**config.mk**
```make
export PLATFORM = sky130hd
export DESIGN_NAME = ps2_key_tracker_flat
export DESIGN_NICKNAME = d
export VERILOG_FILES = /design/src/rtl/ps2_key_tracker_if.sv /design/src/rtl/ps2_key_tracker.sv /design/src/flat_wrapper.sv
export SDC_FILE = /design/constraint.sdc
export NUM_CORES = 1
export LEC_CHECK = 0
export ABC_AREA = 1
export BUFFER_PORTS_ARGS = -buffer_cell sky130_fd_sc_hd__buf_2
export CAP_MARGIN = 20
export CELL_PAD_IN_SITES_DETAIL_PLACEMENT = 0
export CELL_PAD_IN_SITES_GLOBAL_PLACEMENT = 1
export CORE_UTILIZATION = 40
export CTS_CLUSTER_DIAMETER = 50
export CTS_CLUSTER_SIZE = 8
export DETAILED_ROUTE_END_ITERATION = 8
export GPL_TIMING_DRIVEN = 0
export PLACE_DENSITY = 0.81
export SLEW_MARGIN = 10
export SYNTH_ARGS = -nofsm -noshare
export SYNTH_HDL_FRONTEND = slang
export SYNTH_SLANG_ARGS = --single-unit
```
**constraint.sdc**
```tcl
create_clock -name clk -period 3.5 [get_ports clk]
set_input_delay 0.875 -clock clk [delete_from_list [all_inputs] [get_ports clk]]
set_output_delay 0.875 -clock clk [all_outputs]
set_load 0.005 [all_outputs]
```
**src/rtl/ps2_key_tracker_if.sv**
```systemverilog
// ---------------------------------------------------------------------------
// ps2_key_tracker_if
//   Signal bundle between a PS/2 keyboard source and ps2_key_tracker.
//
//   ps2_clk_in   raw PS2_CLK level (asynchronous to the system clock)
//   ps2_data_in  raw PS2_DATA level (asynchronous to the system clock)
//   rec          held-key bitmap of the ten game keys
//   byte_out     last correctly received scancode byte
//   byte_valid   one-cycle pulse when byte_out updates
//   frame_err    one-cycle pulse on a start, parity, stop or timeout error
//
//   master : the keyboard side, drives the PS/2 lines and observes results
//   slave  : the tracker, receives the PS/2 lines and produces results
// ---------------------------------------------------------------------------
interface ps2_key_tracker_if;
    logic       ps2_clk_in;
    logic       ps2_data_in;
    logic [9:0] rec;
    logic [7:0] byte_out;
    logic       byte_valid;
    logic       frame_err;

    modport master (
        output ps2_clk_in,
        output ps2_data_in,
        input  rec,
        input  byte_out,
        input  byte_valid,
        input  frame_err
    );

    modport slave (
        input  ps2_clk_in,
        input  ps2_data_in,
        output rec,
        output byte_out,
        output byte_valid,
        output frame_err
    );
endinterface

```
**src/rtl/ps2_key_tracker.sv**
```systemverilog
// ---------------------------------------------------------------------------
// ps2_key_tracker
//   Receive-only PS/2 keyboard front end. Conditions the raw PS/2 clock and
//   data lines (2-FF synchroniser + run-length filter), deserialises 11-bit
//   frames on filtered clock falling edges, and tracks a pressed/released
//   bitmap of ten game keys from the make/break scancode stream.
//
//   Ports:
//     clk   in   system clock (100 MHz)
//     rst   in   asynchronous, active-high reset; clears every register
//     bus   slave modport of ps2_key_tracker_if:
//             ps2_clk_in / ps2_data_in  raw PS/2 lines in
//             rec[9:0]                  held-key bitmap
//                                       [0]=Enter 5A [1]=Space 29 [2]=A 1C
//                                       [3]=S 1B [4]=W 1D [5]=D 23 [6]=1 16
//                                       [7]=2 1E [8]=3 26 [9]=5 2E
//             byte_out[7:0]             last good scancode byte
//             byte_valid                pulse when byte_out updates
//             frame_err                 pulse on any frame error
//
//   Parameters:
//     FILTER_LEN  consecutive equal synchronised samples needed before a
//                 filtered line changes value
//     TIMEOUT     clk cycles without a filtered clock falling edge before an
//                 in-progress frame is abandoned
// ---------------------------------------------------------------------------
module ps2_key_tracker #(
    parameter int FILTER_LEN = 8,
    parameter int TIMEOUT    = 100000
) (
    input  logic               clk,
    input  logic               rst,
    ps2_key_tracker_if.slave   bus
);

    localparam int         FCW      = (FILTER_LEN > 1) ? $clog2(FILTER_LEN) : 1;
    localparam logic [FCW-1:0] FLIMIT = FCW'(FILTER_LEN - 1);
    localparam logic [16:0]    TO_LIMIT = 17'(TIMEOUT);

    localparam logic [7:0] CODE_BREAK = 8'hF0;
    localparam logic [7:0] CODE_EXT   = 8'hE0;

    typedef enum logic [1:0] {
        S_IDLE   = 2'd0,
        S_DATA   = 2'd1,
        S_PARITY = 2'd2,
        S_STOP   = 2'd3
    } state_t;

    // -----------------------------------------------------------------------
    // Helpers
    // -----------------------------------------------------------------------

    // PS/2 uses odd parity over the eight data bits plus the parity bit.
    function automatic logic odd_parity_ok(input logic [7:0] data, input logic par);
        return ^{data, par};
    endfunction

    // One-hot position of a tracked scancode in rec; zero for any other code.
    function automatic logic [9:0] key_mask(input logic [7:0] code);
        logic [9:0] m;
        m = 10'b0;
        case (code)
            8'h5A:   m = 10'b00_0000_0001;
            8'h29:   m = 10'b00_0000_0010;
            8'h1C:   m = 10'b00_0000_0100;
            8'h1B:   m = 10'b00_0000_1000;
            8'h1D:   m = 10'b00_0001_0000;
            8'h23:   m = 10'b00_0010_0000;
            8'h16:   m = 10'b00_0100_0000;
            8'h1E:   m = 10'b00_1000_0000;
            8'h26:   m = 10'b01_0000_0000;
            8'h2E:   m = 10'b10_0000_0000;
            default: m = 10'b0;
        endcase
        return m;
    endfunction

    // -----------------------------------------------------------------------
    // Input conditioning. Index 0 is the PS/2 clock, index 1 the PS/2 data.
    // -----------------------------------------------------------------------
    logic [1:0]     meta_r;
    logic [1:0]     sync_r;
    logic [1:0]     filt_r;
    logic [FCW-1:0] fcnt_r [2];
    logic           clk_prev_r;
    logic           fe_s;
    logic           data_s;

    // Synchronise both lines and only accept a new level after FILTER_LEN
    // consecutive samples disagree with the current filtered level.
    always_ff @(posedge clk or posedge rst) begin
        if (rst) begin
            meta_r    <= 2'b11;
            sync_r    <= 2'b11;
            filt_r    <= 2'b11;
            fcnt_r[0] <= '0;
            fcnt_r[1] <= '0;
        end else begin
            meta_r <= {bus.ps2_data_in, bus.ps2_clk_in};
            sync_r <= meta_r;
            for (int i = 0; i < 2; i++) begin
                if (sync_r[i] == filt_r[i]) begin
                    fcnt_r[i] <= '0;
                end else if (fcnt_r[i] == FLIMIT) begin
                    filt_r[i] <= sync_r[i];
                    fcnt_r[i] <= '0;
                end else begin
                    fcnt_r[i] <= fcnt_r[i] + FCW'(1);
                end
            end
        end
    end

    // Remember the previous filtered clock level for edge detection.
    always_ff @(posedge clk or posedge rst) begin
        if (rst) begin
            clk_prev_r <= 1'b1;
        end else begin
            clk_prev_r <= filt_r[0];
        end
    end

    assign fe_s   = clk_prev_r & ~filt_r[0];
    assign data_s = filt_r[1];

    // -----------------------------------------------------------------------
    // Frame receiver
    // -----------------------------------------------------------------------
    state_t      state_r, state_n;
    logic [7:0]  shreg_r, shreg_n;
    logic [2:0]  bit_cnt_r, bit_cnt_n;
    logic        par_r, par_n;
    logic [16:0] to_cnt_r;
    logic        timeout_s;
    logic        good_s;
    logic        err_s;

    // Receiver state and shift registers.
    always_ff @(posedge clk or posedge rst) begin
        if (rst) begin
            state_r   <= S_IDLE;
            shreg_r   <= 8'h00;
            bit_cnt_r <= 3'd0;
            par_r     <= 1'b0;
        end else begin
            state_r   <= state_n;
            shreg_r   <= shreg_n;
            bit_cnt_r <= bit_cnt_n;
            par_r     <= par_n;
        end
    end

    // Next-state logic; a falling edge always wins over a coincident timeout
    // because that edge restarts the silence measurement.
    always_comb begin
        state_n   = state_r;
        shreg_n   = shreg_r;
        bit_cnt_n = bit_cnt_r;
        par_n     = par_r;
        good_s    = 1'b0;
        err_s     = 1'b0;
        timeout_s = (state_r != S_IDLE) && (to_cnt_r >= TO_LIMIT);

        if (fe_s) begin
            case (state_r)
                S_IDLE: begin
                    if (!data_s) begin
                        state_n   = S_DATA;
                        bit_cnt_n = 3'd0;
                    end else begin
                        err_s = 1'b1;
                    end
                end
                S_DATA: begin
                    shreg_n = {data_s, shreg_r[7:1]};
                    if (bit_cnt_r == 3'd7) begin
                        state_n   = S_PARITY;
                        bit_cnt_n = 3'd0;
                    end else begin
                        bit_cnt_n = bit_cnt_r + 3'd1;
                    end
                end
                S_PARITY: begin
                    par_n   = data_s;
                    state_n = S_STOP;
                end
                S_STOP: begin
                    state_n = S_IDLE;
                    if (data_s && odd_parity_ok(shreg_r, par_r)) begin
                        good_s = 1'b1;
                    end else begin
                        err_s = 1'b1;
                    end
                end
                default: begin
                    state_n = S_IDLE;
                end
            endcase
        end else if (timeout_s) begin
            state_n = S_IDLE;
            err_s   = 1'b1;
        end else begin
            state_n = state_r;
        end
    end

    // Silence counter: idle-cleared, edge-cleared, saturating otherwise.
    always_ff @(posedge clk or posedge rst) begin
        if (rst) begin
            to_cnt_r <= 17'd0;
        end else if ((state_r == S_IDLE) || fe_s) begin
            to_cnt_r <= 17'd0;
        end else if (to_cnt_r != 17'h1FFFF) begin
            to_cnt_r <= to_cnt_r + 17'd1;
        end else begin
            to_cnt_r <= to_cnt_r;
        end
    end

    // -----------------------------------------------------------------------
    // Registered results and scancode decode
    // -----------------------------------------------------------------------
    logic [7:0] byte_out_r;
    logic       byte_valid_r;
    logic       frame_err_r;
    logic [9:0] rec_r;
    logic       brk_r;
    logic       ext_r;
    logic [9:0] mask_s;

    // Result pulses and the captured byte, one cycle after the stop edge.
    always_ff @(posedge clk or posedge rst) begin
        if (rst) begin
            byte_out_r   <= 8'h00;
            byte_valid_r <= 1'b0;
            frame_err_r  <= 1'b0;
        end else begin
            byte_valid_r <= good_s;
            frame_err_r  <= err_s;
            if (good_s) begin
                byte_out_r <= shreg_r;
            end else begin
                byte_out_r <= byte_out_r;
            end
        end
    end

    assign mask_s = key_mask(byte_out_r);

    // Prefix tracking and key bitmap update. Extended codes are never mapped
    // so that keypad Enter (E0 5A) cannot alias the main Enter key. A frame
    // error drops both prefixes so a lost F0 cannot turn the next make into
    // a break.
    always_ff @(posedge clk or posedge rst) begin
        if (rst) begin
            rec_r <= 10'b0;
            brk_r <= 1'b0;
            ext_r <= 1'b0;
        end else if (byte_valid_r) begin
            if (byte_out_r == CODE_BREAK) begin
                brk_r <= 1'b1;
            end else if (byte_out_r == CODE_EXT) begin
                ext_r <= 1'b1;
            end else begin
                if (!ext_r) begin
                    if (brk_r) begin
                        rec_r <= rec_r & ~mask_s;
                    end else begin
                        rec_r <= rec_r | mask_s;
                    end
                end else begin
                    rec_r <= rec_r;
                end
                brk_r <= 1'b0;
                ext_r <= 1'b0;
            end
        end else if (frame_err_r) begin
            brk_r <= 1'b0;
            ext_r <= 1'b0;
        end else begin
            rec_r <= rec_r;
        end
    end

    assign bus.rec        = rec_r;
    assign bus.byte_out   = byte_out_r;
    assign bus.byte_valid = byte_valid_r;
    assign bus.frame_err  = frame_err_r;

endmodule

```
**src/flat_wrapper.sv**
```systemverilog
// flat-port wrapper written by rule: the top's interface ports become plain ports
module ps2_key_tracker_flat 
#(
    parameter int FILTER_LEN = 8,
    parameter int TIMEOUT    = 100000
)
  (clk, rst, bus_ps2_clk_in, bus_ps2_data_in, bus_rec, bus_byte_out, bus_byte_valid, bus_frame_err);
  ps2_key_tracker_if bus_i ();
  input  logic clk;
  input  logic rst;
  input wire logic [$bits(bus_i.ps2_clk_in)-1:0] bus_ps2_clk_in;
  input wire logic [$bits(bus_i.ps2_data_in)-1:0] bus_ps2_data_in;
  output wire logic [$bits(bus_i.rec)-1:0] bus_rec;
  output wire logic [$bits(bus_i.byte_out)-1:0] bus_byte_out;
  output wire logic [$bits(bus_i.byte_valid)-1:0] bus_byte_valid;
  output wire logic [$bits(bus_i.frame_err)-1:0] bus_frame_err;
  assign bus_i.ps2_clk_in = bus_ps2_clk_in;
  assign bus_i.ps2_data_in = bus_ps2_data_in;
  assign bus_rec = bus_i.rec;
  assign bus_byte_out = bus_i.byte_out;
  assign bus_byte_valid = bus_i.byte_valid;
  assign bus_frame_err = bus_i.frame_err;
  ps2_key_tracker #(.FILTER_LEN(FILTER_LEN), .TIMEOUT(TIMEOUT)) u_core (.clk(clk), .rst(rst), .bus(bus_i));
endmodule
```
* After elaboration in Yosys (flattened, before gate mapping)
Cells that the tools add are included.
** Operators by class
- Shifts and indexed selects :: 0
- Add/subtract/negate cells :: 4
- Multiplexer cells :: 31
- Reductions and logical operators :: 19
- Bitwise operators :: 10
- Multipliers :: 0
- $lt $le $gt $ge :: 1
- Divide/modulo/power cells :: 0
- Equal/unequal tests :: 26
** Operator list (count)
- 10-bit case mux with 10 select lines :: 1
- 8-bit by 5-bit == test with 1-bit output, second input constant :: 5
- 17-bit 2-to-1 mux :: 2
- 8-bit by 6-bit == test with 1-bit output, second input constant :: 4
- 3-bit 2-to-1 mux :: 6
- 17-bit by 1-bit adder with 17-bit output, second input constant :: 1
- 17-bit >= comparator, second input constant :: 1
- 17-bit != test, second input constant :: 1
- 8-bit == test, second input constant :: 2
- 1-bit 2-to-1 mux :: 14
- 2-bit AND reduction :: 6
- 10-bit bitwise AND :: 1
- 10-bit 2-to-1 mux :: 1
- 10-bit inverter :: 1
- 10-bit OR :: 1
- 2-bit nonzero test :: 5
- 3-bit by 1-bit adder with 3-bit output, second input constant :: 3
- 3-bit == test, second input constant :: 3
- 3-bit != test, second input constant :: 3
- 9-bit XOR reduction :: 1
- 8-bit by 7-bit == test with 1-bit output, second input constant :: 1
- 2-bit 2-to-1 mux :: 4
- 2-bit case mux with 4 select lines :: 1
- 1-bit inverter :: 6
- other kinds (12) :: 17
** Storage, ports and cells
- Word-level logic and storage cells :: 109
- Bits in registers :: 66
- Latch bits :: 0
- Memories :: 0
- ROM bits :: 0
- Memory bits (writable) :: 0

* Longest topological paths before layout
Gate-level depths: netlist of run 1.
- Depth after elaboration :: 5
- Depth in mapped cells :: 14
- Depth with buffers taken out :: 14

* Worst setup path before layout of run 1
No wires, ideal clock.
- Path kind :: flip-flop to flip-flop
- Start :: register u_core.to_cnt_r[0]
- End :: register u_core.to_cnt_r[5]
- Buffers on the path :: 0
- Arrival :: 1.971 ns
- Setup slack :: 1.443 ns
- Cell stages (with the launch flop) :: 12
- Cell sequence :: dfrtp_1 -> ha_1 -> nand4_2 -> nor2_4 -> nand2_1 -> nor3_1 -> ha_1 -> clkinv_1 -> nor2_1 -> inv_1 -> and3_1 -> nor3_1
** Between the ends
- Word-level cells in the longest chain between the ends :: 3
- Elaborated cells on any way between the ends :: 5
- Those cells by class :: add/sub: 1; eq/ne: 1; mux: 2; reduce/logical: 1
** RTL lines
- start, declared :: line ps2_key_tracker.sv:134 : logic [16:0] to_cnt_r;
- start signal, assigned :: line ps2_key_tracker.sv:215 : to_cnt_r <= to_cnt_r + 17'd1;
- start signal, assigned :: line ps2_key_tracker.sv:217 : to_cnt_r <= to_cnt_r;
- 17-bit by 1-bit adder with 17-bit output :: line ps2_key_tracker.sv:215
- 17-bit 2-to-1 mux :: line ps2_key_tracker.sv:214 : end else if (to_cnt_r != 17'h1FFFF) begin
- 17-bit 2-to-1 mux :: line ps2_key_tracker.sv:212 : end else if ((state_r == S_IDLE) || fe_s) begin
Several ways; a longest one is shown, not always the timed one. The select of a mux whose other input is x is not followed.
A chain may end at the register's enable or synchronous reset.

* Final worst setup path of run 1
- Start :: register u_core.to_cnt_r[1]
- End :: register u_core.to_cnt_r[5]
The elaborated chain is that of the path after synthesis.

==> flow_summary.json, run 1 <==
{
  "finalHoldViolations": 0,
  "grt_pass1_wl_mm": 11.6,
  "clockBufferDepth": 2,
  "yosysWarningCount": 0,
  "io_buffers": 23,
  "dp_hpwl_mm": 4.73,
  "postLayoutCellArea_mm2": 0.00399,
  "cts-root-buf": "clkbuf_8",
  "postCtsHoldBufs": 0,
  "critPathKind": "flop to flop",
  "outcome": "finished clean",
  "power_density_mw_per_mm2": 478,
  "synth_fp_nets": 439,
  "cp_max_fo": 10,
  "tightest_slew_ns": 0.800,
  "setup_viol": 0,
  "required_ns": 3.77,
  "worst_clock_skew_ns": 0.00721,
  "path_delay_family": "simple AND/OR/NAND/NOR gates",
  "die_area_mm2": 0.00917,
  "cap_viol_max_count": 0,
  "yosysSeqAreaShare_pct": 47.2,
  "antenna_left": 0,
  "fp.dieW_um": 95.7,
  "grt_util_met3_pct": 4.34,
  "peakVddDrop_uv": 280,
  "cp_cell_sequence": "ha_1 -> nand4_2 -> nor2_4 -> nand2_1 -> nor3_1 -> ha_1 -> clkinv_1 -> nor2_1 -> inv_1 -> and3_1 -> nor3_1",
  "antenna_found_initial": 0,
  "drt_iter0_markers": 87,
  "grt_util_all_layers_pct": 16.4,
  "use_met1_pct": 19.3,
  "grt_max_degree": 67,
  "routabilityCongestion": 0.767,
  "end_kind": "flop",
  "ios": 24,
  "ctsResizeCount": 0,
  "cp_num_buf_inv": 2,
  "synth_edf_count": 0,
  "dpl_cell_area_mm2": 0.00376,
  "startpoint_type": "flop",
  "rows": 33,
  "drv_slew": 0,
  "clk_pin_slew_ns": 0.08,
  "h-tree-depth": 3,
  "die_y_um": 95.7,
  "netlist_area_mm2": 0.00351,
  "arrival_ns": 2.69,
  "synthArstFlopShare_pct": 100,
  "area_growth_pct": 13.5,
  "clock-sinks": 66,
  "postCtsSetupBuffers": 0,
  "leakage_nw": 1.91,
  "routed_wl_mm": 6.54,
  "syn-instance-count": 422,
  "cts-buffers-inserted": 9,
  "wl_per_cell_um": 11.5,
  "cts_tree": "done",
  "grt_setup_unrepaired": "false",
  "fin_crit_ns": 2.41,
  "grt_pass1_vias": 2650,
  "grt-ovfl-total": 0,
  "yosys_register_bits": 66,
  "fill_cells": 809,
  "met2_usage_pct": 28.2,
  "max_freq_mhz": 414,
  "fin_tns_setup_ns": 0,
  "fp.coreArea_mm2": 0.00834,
  "synth_top_area_share_pct": 42.0,
  "via_per_inst": 4.85,
  "diodes": 0,
  "ys.flop_type": "dfrtp_1",
  "seqCellArea_mm2": 0.00166,
  "dr_total_vias": 2747,
  "drc": 0,
  "start_util_pct": 42.1,
  "synth_area_leaders": "dfrtp_1 42%, nand2_1 12%, inv_1 5.3%",
  "yosys.area.top_type": "dfrtp_1",
  "top_usage_layer": "met2",
  "clock_latency_ns": 0.35,
  "multi_input_area_mm2": 0.00159,
  "syn_avg_cell_area_um2": 8.33,
  "final_layout_size_suffix_gt1_share_pct": 21.5,
  "hp-class": "flop to flop",
  "max_stage_delay_ns": 0.37,
  "relSlewSlack_pct": 46.6,
  "firstDrtPassIters": 4,
  "nNetsFinal": 473,
  "fin_crit_sh_pct": 68.9,
  "critPathSlowestCell": "dfrtp_1",
  "synth_cell_type_count": 42
}
-- power breakdown --
| group | leakage (nW) | switching (mW) | internal (mW) |
|---|---|---|---|
| registers | 0.892 | 0.0498 | 0.836 |
| logic | 0.904 | 0.195 | 0.0985 |
| clock network | 0.110 | 0.321 | 0.407 |
| total | 1.91 | 0.566 | 1.34 |
-- routing by layer --
metal / wire length, µm / up-vias
met5: 0 / -
met4: 106 / 0
met3: 267 / 11
met2: 3200 / 51
met1: 2970 / 1261
li1: - / 1424
-- cells in the final DEF, fill, tap and decap left out, types with 2 or more instances in the layout --
master	synthesis	layout
nor2_1	31	31
nand3_2	4	4
nor2_4	6	6
o21ai_0	25	25
inv_2	8	8
inv_1	50	49
clkinv_1	2	2
bufinv_16	0	2
dfstp_2	7	7
nand2_1	108	108
clkbuf_8	0	9
nand3b_1	2	2
and3_1	2	2
nand2_2	13	13
a21oi_1	15	15
buf_2	1	24
inv_6	1	2
nand4_1	8	8
o21ai_1	8	8
clkinv_4	0	3
nand4_2	2	2
xnor2_1	2	2
nor3_2	2	2
nor2_2	4	4
o21a_1	2	2
nor3_1	15	15
nand3_1	16	16
dfrtp_1	59	59
ha_1	13	13
inv_4	1	2
-- worst register-to-register path, delay by kind of cell, from the launching register on --
kind / cells / cell delay (ns)
flip-flops: 1 / 0.37
AND/OR/NAND/NOR: 7 / 1.09
adder cells (fa/ha/maj): 2 / 0.45
buffers and inverters: 2 / 0.41
-- kinds of logic (layout without fill, tap and decap cells) --
| kind of cell | count (synthesis) | after routing | share of synthesized area [%] |
|---|---|---|---|
| xor+xnor | 2 | 2 | 0.498 |
| fa+ha+maj | 13 | 13 | 4.63 |
| compound gates | 52 | 52 | 7.73 |
| mux | 1 | 1 | 0.320 |
| flops | 66 | 66 | 47.2 |
| simple gates | 222 | 222 | 32.1 |
| buf+inv | 66 | 105 | 7.44 |
-- synthesized netlist by cell type (4+ instances only) --
master,instances
o21ai_1,8
nand3_1,16
nand2_2,13
inv_1,50
nand3_2,4
ha_1,13
nor3_1,15
dfrtp_1,59
a21oi_1,15
dfstp_2,7
nor2_2,4
inv_2,8
nand2_1,108
o21ai_0,25
nand4_1,8
nor2_1,31
nor2_4,6
-- path summary, 6_finish.rpt --
path                                                      from  cells past startpoint  slack, ns                                  to
worst min-delay path                u_core.meta_r[0]$_DFF_PP1_                      0       0.36          u_core.sync_r[0]$_DFF_PP1_
worst max register to register  u_core.to_cnt_r[1]$_DFFE_PP0P_                     11       1.09      u_core.to_cnt_r[5]$_DFFE_PP0P_
worst max-delay path            u_core.to_cnt_r[1]$_DFFE_PP0P_                     11       1.09      u_core.to_cnt_r[5]$_DFFE_PP0P_
min in group asynchronous                                  rst                      2       0.69          asynchronous set/reset pin
worst min register to register      u_core.meta_r[0]$_DFF_PP1_                      0       0.36          u_core.sync_r[0]$_DFF_PP1_
max in group asynchronous                                  rst                      2       2.30  u_core.bus.byte_out[1]$_DFFE_PP0P_
-- stage by stage --
step	utilization [%]	worst slack, ns	total power [mW]	cells	hold slack, ns
after global placement	45.1	0.164	1.19	550	0.346
after floorplan	-	0.982	1.12	422	0.345
after CTS	47.8	1.05	1.93	566	0.361
final	47.8	1.09	1.91	566	0.359
after global routing	47.8	0.855	2.01	566	0.362
after detailed placement	45.1	1.06	1.20	550	0.347
-- layout make-up --
cell class / count / area share, %
buffer: 3 / 0.408
clock buffer: 9 / 3.10
clock inverter: 7 / 2.57
inverter: 63 / 6.21
multi-input combinational: 290 / 39.9
sequential: 66 / 41.6
tap: 105 / 3.29
timing repair buffer: 23 / 2.88
Power figures use the tool's default switching activity.
==> run 2, diff against run 1 <==
--- a/config.mk
+++ b/config.mk
@@ -15,7 +15,7 @@
 export CTS_CLUSTER_SIZE = 8
 export DETAILED_ROUTE_END_ITERATION = 8
 export GPL_TIMING_DRIVEN = 0
-export PLACE_DENSITY = 0.81
+export PLACE_DENSITY = 0.84
 export SLEW_MARGIN = 10
 export SYNTH_ARGS = -nofsm -noshare
 export SYNTH_HDL_FRONTEND = slang
==> constraint.sdc (replaced) <==
create_clock -name clk -period 2 [get_ports clk]
set_input_delay 0.5 -clock clk [delete_from_list [all_inputs] [get_ports clk]]
set_output_delay 0.5 -clock clk [all_outputs]
set_load 0.005 [all_outputs]
==> flow_summary.json, run 2 (synthesis results as in run 1) <==
{
  "outcome": "finished clean",
  "use_met1_pct": 18.9,
  "cap_viol_max_count": 0,
  "required_ns": 2.23,
  "critPathSlowestCell": "dfrtp_1",
  "cts_tree": "done",
  "startpoint_type": "flop",
  "fill_cells": 793,
  "firstDrtPassIters": 4,
  "via_per_inst": 4.83,
  "clock-sinks": 66,
  "critPathKind": "flop to flop",
  "max_stage_delay_ns": 0.40,
  "setup_viol": 0,
  "drv_slew": 0,
  "whs_ns": 0.122,
  "diodes": 0,
  "die_y_um": 95.7,
  "grt_pass1_vias": 2566,
  "grt_util_all_layers_pct": 16.1,
  "nNetsFinal": 483,
  "clockBufferDepth": 2,
  "grt_pass1_wl_mm": 11.3,
  "peakVddDrop_uv": 489,
  "power_density_mw_per_mm2": 813,
  "antenna_left": 0,
  "antenna_found_initial": 0,
  "ios": 24,
  "fin_tns_setup_ns": 0,
  "dr_total_vias": 2781,
  "fin_crit_ns": 1.86,
  "clk_pin_slew_ns": 0.07,
  "routabilityCongestion": 0.806,
  "fp.coreArea_mm2": 0.00834,
  "post-route-util_pct": 49.7,
  "total_power_mw": 3.37,
  "fin_crit_sh_pct": 93.1,
  "h-tree-depth": 3,
  "dpl_cell_area_mm2": 0.00381,
  "cts-buffers-inserted": 9,
  "clock_latency_ns": 0.34,
  "cp_max_fo": 7,
  "tightest_slew_ns": 0.438,
  "end_kind": "flop",
  "finalHoldViolations": 0,
  "leakage_nw": 1.96,
  "drt_iter0_markers": 142,
  "grt_setup_unrepaired": "false",
  "arrival_ns": 2.09,
  "start_util_pct": 42.1,
  "drc": 0,
  "rows": 33,
  "cts-root-buf": "clkbuf_8",
  "final_cell_mix": "108 x nand2_1, 59 x dfrtp_1, 47 x inv_1",
  "relSlewSlack_pct": 70.8,
  "hp-class": "input port to asynchronous set/reset pin",
  "max_freq_mhz": 537,
  "postCtsHoldBufs": 0,
  "final_layout_size_suffix_gt1_share_pct": 24.6,
  "area_growth_pct": 17.9,
  "layout_commonest_cell": "nand2_1",
  "io_buffers": 23,
  "postLayoutCellArea_mm2": 0.00414,
  "grt_max_degree": 29,
  "dp_hpwl_mm": 4.89,
  "routed_wl_mm": 6.62,
  "cp_cell_sequence": "ha_4 -> nand4_4 -> nor2_4 -> nand2_1 -> nor3_2 -> ha_2 -> clkinv_4 -> nor2_4 -> inv_2 -> a21oi_1 -> nor3_2",
  "fp.dieW_um": 95.7,
  "die_area_mm2": 0.00917,
  "wl_per_cell_um": 11.5,
  "met2_usage_pct": 28.0,
  "grt-ovfl-total": 0,
  "top_usage_layer": "met2",
  "worst_clock_skew_ns": 0.00802,
  "grt_util_met3_pct": 5.06
}
-- run 2: cell types whose count changed in the layout (fill, tap and decap cells not counted), moves of 3 or more --
cell	change
clkbuf_1	+3
nor3_1	-3
nor3_2	+3
buf_4	+8
-- run 2: power by group --
part	switching, mW	internal (mW)	total, mW	leakage, nW
Combinational	0.356	0.191	0.547	0.960
Clock	0.496	0.773	1.27	0.111
Sequential	0.0897	1.46	1.55	0.892
Total	0.942	2.43	3.37	1.96
-- run 2: routing by layer --
layer | vias to the layer above | share of wire, %
li1 | 1444 | -
met1 | 1290 | 46
met2 | 37 | 49
met3 | 10 | 4.3
met4 | 0 | 1.1
met5 | - | 0
-- run 2: path summary, 6_finish.rpt --
| kind | start | end | slack [ns] | cells after the start |
|---|---|---|---|---|
| worst max-delay path | u_core.to_cnt_r[0]$_DFFE_PP0P_ | u_core.to_cnt_r[5]$_DFFE_PP0P_ | 0.14 | 11 |
| worst min-delay path | rst | asynchronous set/reset pin | 0.12 | 2 |
| min in group clk | bus_ps2_clk_in | u_core.meta_r[0]$_DFF_PP1_ | 0.25 | 1 |
| worst max register to register | u_core.to_cnt_r[0]$_DFFE_PP0P_ | u_core.to_cnt_r[5]$_DFFE_PP0P_ | 0.14 | 11 |
| worst min register to register | u_core.meta_r[1]$_DFF_PP1_ | u_core.sync_r[1]$_DFF_PP1_ | 0.36 | 0 |
| max in group asynchronous | rst | u_core.filt_r[1]$_DFFE_PP1P_ | 1.17 | 4 |
-- run 2: per-stage QoR --
stage | instances | worst slack, ns
detailed placement | 552 | -0.287
CTS | 573 | 0.0324
finish | 576 | 0.139
global route | 576 | 0.0146
global placement | 550 | -0.240
floorplan | 422 | 0.0366
-- run 2: repair_timing --
item | in CTS | in global routing
pin swaps | 2 | 2
resized for setup | 8 | 5
setup buffers | 5 | 3
setup endpoints to repair | 14 | 11
-- run 2: cell type report --
cell class | instances | area (µm²) | share of cell area, %
well taps | 105 | 131 | 3.17
plain buffers | 3 | 16.3 | 0.393
multi-input cells | 290 | 1640 | 39.7
inverters | 63 | 254 | 6.13
clock inverters | 2 | 60.1 | 1.45
clock buffers | 14 | 163 | 3.93
repair buffers | 33 | 215 | 5.19
flip-flops and latches | 66 | 1660 | 40.1
-- run 2: worst max-delay path: cells and delay by family (launching register included) --
kind                       cells  cell delay, ns
AOI/OAI and AO/OA              1            0.15
DFF                            1            0.40
adders and majority gates      2            0.41
buffers and inverters          2            0.17
and+or+nand+nor                6            0.61
==> run 3, diff against run 2 <==
--- a/config.mk
+++ b/config.mk
@@ -5,7 +5,6 @@
 export SDC_FILE = /design/constraint.sdc
 export NUM_CORES = 1
 export LEC_CHECK = 0
-export ABC_AREA = 1
 export BUFFER_PORTS_ARGS = -buffer_cell sky130_fd_sc_hd__buf_2
 export CAP_MARGIN = 20
 export CELL_PAD_IN_SITES_DETAIL_PLACEMENT = 0
@@ -15,7 +14,7 @@
 export CTS_CLUSTER_SIZE = 8
 export DETAILED_ROUTE_END_ITERATION = 8
 export GPL_TIMING_DRIVEN = 0
-export PLACE_DENSITY = 0.84
+export PLACE_DENSITY = 0.81
 export SLEW_MARGIN = 10
 export SYNTH_ARGS = -nofsm -noshare
 export SYNTH_HDL_FRONTEND = slang
==> flow_summary.json, run 3 <==
{
  "synth_fp_nets": 309,
  "syn_avg_cell_area_um2": 11.0,
  "met2_usage_pct": 25.3,
  "yosysWarningCount": 0,
  "tightest_slew_ns": 0.583,
  "leakage_nw": 1.87,
  "clock-sinks": 66,
  "outcome": "finished clean",
  "io_buffers": 23,
  "grt_util_all_layers_pct": 15.7,
  "rows": 32,
  "routed_wl_mm": 5.95,
  "total_power_mw": 3.32,
  "dr_total_vias": 2288,
  "grt_pass1_wl_mm": 10.3,
  "top_usage_layer": "met2",
  "die_area_mm2": 0.00837,
  "required_ns": 2.27,
  "setup_viol": 0,
  "grt_setup_unrepaired": "true",
  "critPathSlowestCell": "dfrtp_2",
  "cts-buffers-inserted": 9,
  "via_per_inst": 5.13,
  "grt-ovfl-total": 0,
  "clk_pin_slew_ns": 0.08,
  "fin_crit_ns": 1.95,
  "cts_tree": "done",
  "clock_latency_ns": 0.35,
  "synth_area_leaders": "dfrtp_1 46%, dfstp_2 5.7%, ha_1 5.1%",
  "final_layout_size_suffix_gt1_share_pct": 27.9,
  "fill_cells": 691,
  "max_freq_mhz": 514,
  "dp_hpwl_mm": 4.03,
  "relSlewSlack_pct": 60.8,
  "synth_cell_type_count": 43,
  "finalHoldViolations": 0,
  "ys.flop_type": "dfrtp_1",
  "die_y_um": 91.5,
  "start_util_pct": 41.5,
  "yosys_register_bits": 66,
  "antenna_left": 0,
  "ios": 24,
  "syn-instance-count": 292,
  "startpoint_type": "flop",
  "grt_max_degree": 30,
  "worst_clock_skew_ns": 0.0110,
  "yosysMostFrequentCell": "dfrtp_1",
  "power_density_mw_per_mm2": 851,
  "whs_ns": 0.110,
  "critPathKind": "flop to flop",
  "fp.dieW_um": 91.5,
  "netlist_area_mm2": 0.00320,
  "layout_commonest_cell": "dfrtp_1",
  "h-tree-depth": 3,
  "reg2regPathDepth": 8,
  "cp_cell_sequence": "ha_1 -> nand3_1 -> nor3_2 -> ha_2 -> nor2b_4 -> nand2_2 -> or3_1 -> a21oi_1",
  "arrival_ns": 2.21,
  "drc": 0,
  "antenna_found_initial": 0,
  "final_cell_mix": "56 x dfrtp_1, 26 x nor2_1, 23 x buf_2",
  "cts-root-buf": "clkbuf_8",
  "diodes": 0,
  "drv_slew": 0,
  "wl_per_cell_um": 13.3,
  "cap_viol_max_count": 0,
  "hp-class": "input port to asynchronous set/reset pin",
  "drt_iter0_markers": 112,
  "synth_common_cells": "59 x dfrtp_1, 26 x nor2_1, 19 x nand2_1",
  "yosys.area.top_type": "dfrtp_1",
  "grt_util_met3_pct": 5.11,
  "fp.coreArea_mm2": 0.00773,
  "nNetsFinal": 356,
  "grt_pass1_vias": 2285,
  "use_met1_pct": 19.5,
  "fin_crit_sh_pct": 97.4,
  "synth_edf_count": 0,
  "yosysSeqAreaShare_pct": 51.8,
  "max_stage_delay_ns": 0.46,
  "routabilityCongestion": 0.710,
  "clockBufferDepth": 2,
  "post-route-util_pct": 50.5,
  "firstDrtPassIters": 4,
  "area_growth_pct": 21.8,
  "synthArstFlopShare_pct": 100,
  "end_kind": "flop",
  "synth_top_area_share_pct": 46.1,
  "peakVddDrop_uv": 391,
  "cp_max_fo": 6
}
-- run 3: power by group --
| group | leakage, nW | internal, mW | total (mW) | switching (mW) |
|---|---|---|---|---|
| clock | 0.117 | 0.833 | 1.37 | 0.535 |
| combinational | 0.863 | 0.178 | 0.407 | 0.229 |
| sequential | 0.887 | 1.46 | 1.54 | 0.0848 |
| total | 1.87 | 2.47 | 3.32 | 0.849 |
-- run 3: layout make-up --
| cell class | count | area [µm²] | share of cell area (%) |
|---|---|---|---|
| Sequential cell | 66 | 1660 | 42.7 |
| Multi-Input combinational cell | 207 | 1550 | 39.8 |
| Timing Repair Buffer | 36 | 238 | 6.10 |
| Clock buffer | 10 | 128 | 3.27 |
| Tap cell | 102 | 128 | 3.27 |
| Clock inverter | 6 | 115 | 2.95 |
| Inverter | 11 | 45.0 | 1.15 |
| Buffer | 8 | 31.3 | 0.802 |
-- run 3: cells by family (layout without fill, tap and decap cells) --
| group | count (synthesis) | in the layout | synth area share, % |
|---|---|---|---|
| simple gates | 109 | 110 | 18.0 |
| compound gates | 43 | 43 | 8.75 |
| mux | 23 | 23 | 8.16 |
| buf+inv | 20 | 71 | 2.34 |
| xor+xnor | 18 | 18 | 5.78 |
| fa+ha+maj | 13 | 13 | 5.08 |
| flops | 66 | 66 | 51.8 |
-- run 3: metrics by stage --
step	instance area [µm²]	cells	TNS [ns]	setup WS, ns
after floorplan	3220	292	0	0.0210
after global placement	3460	417	-2.64	-0.249
after detailed placement	3500	419	-2.63	-0.242
after CTS	3780	437	0	0.00955
after global routing	3900	446	-0.474	-0.0692
final	3900	446	0	0.0529
-- run 3: path summary, 6_finish.rpt --
path	start	endpoint	slack [ns]
max	u_core.to_cnt_r[1]$_DFFE_PP0P_	u_core.to_cnt_r[10]$_DFFE_PP0P_	0.05
min	rst	u_core.to_cnt_r[5]$_DFFE_PP0P_	0.11
max reg2reg	u_core.to_cnt_r[1]$_DFFE_PP0P_	u_core.to_cnt_r[10]$_DFFE_PP0P_	0.05
min reg2reg	u_core.meta_r[1]$_DFF_PP1_	u_core.sync_r[1]$_DFF_PP1_	0.36
max in group asynchronous	rst	u_core.meta_r[1]$_DFF_PP1_	1.16
min in group clk	bus_ps2_clk_in	u_core.meta_r[0]$_DFF_PP1_	0.24
-- run 3: repair_timing --
item	4_1_cts	5_1_grt
pin swaps	2	17
gates cloned	0	1
setup endpoints to repair	15	25
setup buffers	2	10
gates resized for setup	5	12
hold buffers	0	0
-- run 3: routing by layer --
metal / up-vias / share of wire (%)
li1: 1122 / -
met1: 1121 / 46
met2: 36 / 48
met3: 9 / 3.9
met4: 0 / 1.7
met5: - / 0
-- run 3: critical path: cells and delay by family, from the launching register on --
family	cells	cell delay [ns]
adder cells (fa/ha/maj)	2	0.43
flip-flops	1	0.46
AND/OR/NAND/NOR	5	0.83
AO/OA/AOI/OAI	1	0.14
